===== config.mk =====
export PLATFORM = sky130hd
export DESIGN_NAME = lu_pipe_acc
export DESIGN_NICKNAME = d
export VERILOG_FILES = /design/src/rtl/lu_pipe_acc.sv
export SDC_FILE = /design/constraint.sdc
export NUM_CORES = 1
export LEC_CHECK = 0
export BUFFER_PORTS_ARGS = -buffer_cell sky130_fd_sc_hd__buf_2
export CORE_MARGIN = 2
export CORE_UTILIZATION = 55
export CTS_CLUSTER_SIZE = 16
export DETAILED_ROUTE_END_ITERATION = 8
export GPL_ROUTABILITY_DRIVEN = 1
export PLACE_DENSITY = 0.85
export SYNTH_ARGS = -nofsm -noshare
export SYNTH_HDL_FRONTEND = slang
export SYNTH_SLANG_ARGS = --single-unit

===== constraint.sdc =====
create_clock -name clk -period 3.4 [get_ports clk]
set_input_delay 0.51 -clock clk [delete_from_list [all_inputs] [get_ports clk]]
set_output_delay 0.51 -clock clk [all_outputs]
set_load 0.05 [all_outputs]

===== src/rtl/lu_pipe_acc.sv =====
// WIDTH-bit bitwise logic unit with one registered output stage and an accumulator.
// The accumulator can stand in for operand B. Includes a valid/ready handshake and an accepted-transaction counter.
module lu_pipe_acc #(
  parameter int WIDTH = 8,
  parameter int CNT_W = 8
) (
  input  logic             clk,
  input  logic             reset,
  input  logic             in_valid,
  output logic             in_ready,
  input  logic [WIDTH-1:0] a,
  input  logic [WIDTH-1:0] b,
  input  logic [2:0]       op,
  input  logic             use_acc,
  input  logic             acc_clr,
  output logic             out_valid,
  input  logic             out_ready,
  output logic [WIDTH-1:0] result,
  output logic             zero,
  output logic             ones,
  output logic [WIDTH-1:0] acc,
  output logic [CNT_W-1:0] count
);

  logic [WIDTH-1:0] opB;
  logic [WIDTH-1:0] trueForm;
  logic [WIDTH-1:0] nextResult;
  logic             accept;
  logic             outFire;

  assign in_ready = !out_valid || out_ready;
  assign accept   = in_valid && in_ready;
  assign outFire  = out_valid && out_ready;

  // op[2:1] picks the function group; op[0]=0 selects the inverted form
  always_comb begin
    opB = use_acc ? acc : b;
    trueForm = '0;
    unique case (op[2:1])
      2'b00: trueForm = a & opB;
      2'b01: trueForm = a | opB;
      2'b10: trueForm = a ^ opB;
      2'b11: trueForm = a;
      default: trueForm = '0;
    endcase
    nextResult = op[0] ? trueForm : ~trueForm;
  end

  always_ff @(posedge clk or posedge reset) begin
    if (reset) begin
      out_valid <= 1'b0;
      result    <= '0;
      zero      <= 1'b0;
      ones      <= 1'b0;
      count     <= '0;
    end else if (accept) begin
      out_valid <= 1'b1;
      result    <= nextResult;
      zero      <= (nextResult == '0);
      ones      <= (nextResult == '1);
      count     <= count + CNT_W'(1);
    end else if (outFire) begin
      out_valid <= 1'b0;
    end
  end

  // Clear wins over the accept update, but the operation still saw the old acc
  always_ff @(posedge clk or posedge reset) begin
    if (reset)
      acc <= '0;
    else if (acc_clr)
      acc <= '0;
    else if (accept)
      acc <= nextResult;
  end

endmodule


==> results_dict.tcl <==
set metrics [dict create \
    wl_per_cell_um 13.3 \
    worstMarginPinSlew_ns 0.953 \
    clock-sinks 27 \
    synth_edf_count 0 \
    synth_top_flop_cell "dfrtp_1" \
    io_pins 53 \
    yosysWarnings 0 \
    reg2reg_from "acc[1]$_DFFE_PP0P_" \
    die_w_um 61.1 \
    clkLatencyLatePin_ns 0.32 \
    design.core.area_um2 3080 \
    r2r_setup_slack_ns 1.07 \
    cts_resized 0 \
    grt.busiest_layer "met2" \
    totalWireLength_mm 3.69 \
    synth_top_cell_area_share_pct 37.7 \
    report.final.setup_viol 0 \
    hold_path_class "in2async" \
    syn_area_per_cell_um2 9.63 \
    synth_cells 186 \
    rsz0062_at_grt "no" \
    finalMaxSlewViolations 0 \
    clk_pin_slew_ns 0.13 \
    grt_pass1_vias 1361 \
    hold_viol_final 0 \
    place_area_um2 2070 \
    crit_path_start_kind "input port" \
    dpl.hpwl_mm 2.95 \
    synth_area_leaders "dfrtp_1, ha_1, nand2_1" \
    antenna_cells 0 \
    layout.nets 277 \
    cts_max_level 1 \
    cts_buffers 3 \
    relSlewSlack_pct 36.4 \
    ys_ff_latch 27 \
    synthDistinctLibCells 31 \
    syn_area_um2 1790 \
    vias 1459 \
    cp-end-kind "register" \
    grt.total_usage_pct 22.0 \
    ir_drop_uv 419 \
    port_buffers 52 \
    grt.overflow.total 0 \
    die_h_um 61.1 \
    core.rowCount 20 \
    syn_nets 228 \
    outcome "completed" \
    clock-root-buffer "clkbuf_4" \
    path_class "in2reg" \
    area_delta_synth_final_pct 16.8 \
    cts_setup_buffers 0 \
    cts_max_path_buffers 2 \
    start_util_pct 58.2 \
    finalPower_uw 1090 \
    leakagePower_uw 0.00115 \
    max_freq_ghz 0.418 \
    gp_congestion 0.813 \
    fin_crit_sh_pct 70.4 \
    drt-pass1-iter-count 4 \
    dieArea_um2 3730 \
    yosysTopAreaCell "dfrtp_1" \
    drt_iter0_markers 49 \
    maxCapViolations 0 \
    cp.arrival_ns 2.62 \
    grt_antenna_before_repair 0 \
    ant_nets 0 \
    synth_common_cells "nand2_1, dfrtp_1, inv_1, ha_1, xnor2_1" \
    cts_tree "built" \
    grt_max_degree 28 \
    power_density_nw_per_um2 519 \
    ys_seq_area_share_pct 37.7 \
    r2r.worst_path.cells 6 \
    hold_buffers 0 \
    drc 0 \
    met1_usage_pct 28.4 \
    crit_fanout 8 \
    finClkSkew_ns 0.00276 \
    finalSetupTns_ns 0 \
    reg2reg_to "ones$_DFFE_PP0P_" \
    grt.met2_usage_pct 38.1 \
    grt_first_pass_wirelength_mm 6.00 \
    drive_above_1_share_pct 26.1 \
    synth.most_common_cell "nand2_1" \
    final_cell_area_um2 2090 \
    post-route-min-period_ns 2.39 \
    required_ns 3.63 \
    grtUsageMet3_pct 4.83 \
    viasPerCell 5.25 \
    synthArstFlopShare_pct 100 \
]
-- placed cells by master, fill, tap and decap left out, types with 3 or more instances in the layout --
master,instances
mux2i_1,9
dfrtp_1,27
mux4_2,5
buf_2,52
nor3_1,4
a21oi_1,7
xnor2_1,13
ha_1,17
clkbuf_4,3
a31oi_1,3
nand2_1,34
nor2_1,8
nand4_1,4
inv_1,26
-- layout make-up --
type / instances / area, um^2
Inverter: 26 / 97.6
Clock buffer: 3 / 22.5
Sequential cell: 27 / 676
Timing Repair Buffer: 52 / 260
Tap cell: 44 / 55.1
Clock inverter: 1 / 5.00
Fill cell: 262 / 985
Multi-Input combinational cell: 125 / 977
-- report_power, final --
| part | internal (uW) | switching (uW) |
|---|---|---|
| logic | 148 | 365 |
| registers | 382 | 60.5 |
| clock network | 44.1 | 87.5 |
-- per-stage QoR --
step	cells	setup WS (ns)	hold WS, ns	utilization [%]
CTS	278	1.01	0.390	68.0
finish	278	1.01	0.383	68.0
floorplan	186	0.653	0.563	-
global route	278	0.897	0.392	68.0
global placement	274	0.747	0.456	67.1
detailed placement	274	0.675	0.462	67.1
-- how the worst max path moves through the flow --
| stage | from | to | slack (ns) |
|---|---|---|---|
| floorplan | use_acc | ones$_DFFE_PP0P_ | 0.65 |
| global placement | use_acc | ones$_DFFE_PP0P_ | 0.75 |
| detailed placement | use_acc | zero$_DFFE_PP0P_ | 0.68 |
| CTS | use_acc | ones$_DFFE_PP0P_ | 1.01 |
| global route | use_acc | zero$_DFFE_PP0P_ | 0.90 |
| finish | use_acc | ones$_DFFE_PP0P_ | 1.01 |
-- cell families after synthesis --
group | Yosys count | share of synthesized area [%]
AOI/OAI and AO/OA | 19 | 7.26
xor gates and xnor gates | 13 | 6.35
adders and majority gates | 17 | 11.9
buffers and inverters | 34 | 7.75
DFF | 27 | 37.7
muxes | 16 | 14.2
and+or+nand+nor | 60 | 14.8
-- state kept, by name (all words and copies together) (netlist names) --
| register | flops |
|---|---|
| acc | 8 |
| count | 8 |
| result | 8 |
| ones | 1 |
| out_valid | 1 |
| zero | 1 |
-- critical path, stage by stage --
cell,delay (ns)
buf_2,0.23
mux2i_1,0.28
ha_1,0.27
mux4_2,0.49
or2_1,0.26
o32a_1,0.35
o31ai_1,0.23
-- metal layers --
metal	routed length [um]	vias to the layer above
li1	-	723
met3	234	2
met1	1580	677
met2	1870	57
met5	0	-
met4	14	0
Power figures use the tool's default switching activity.
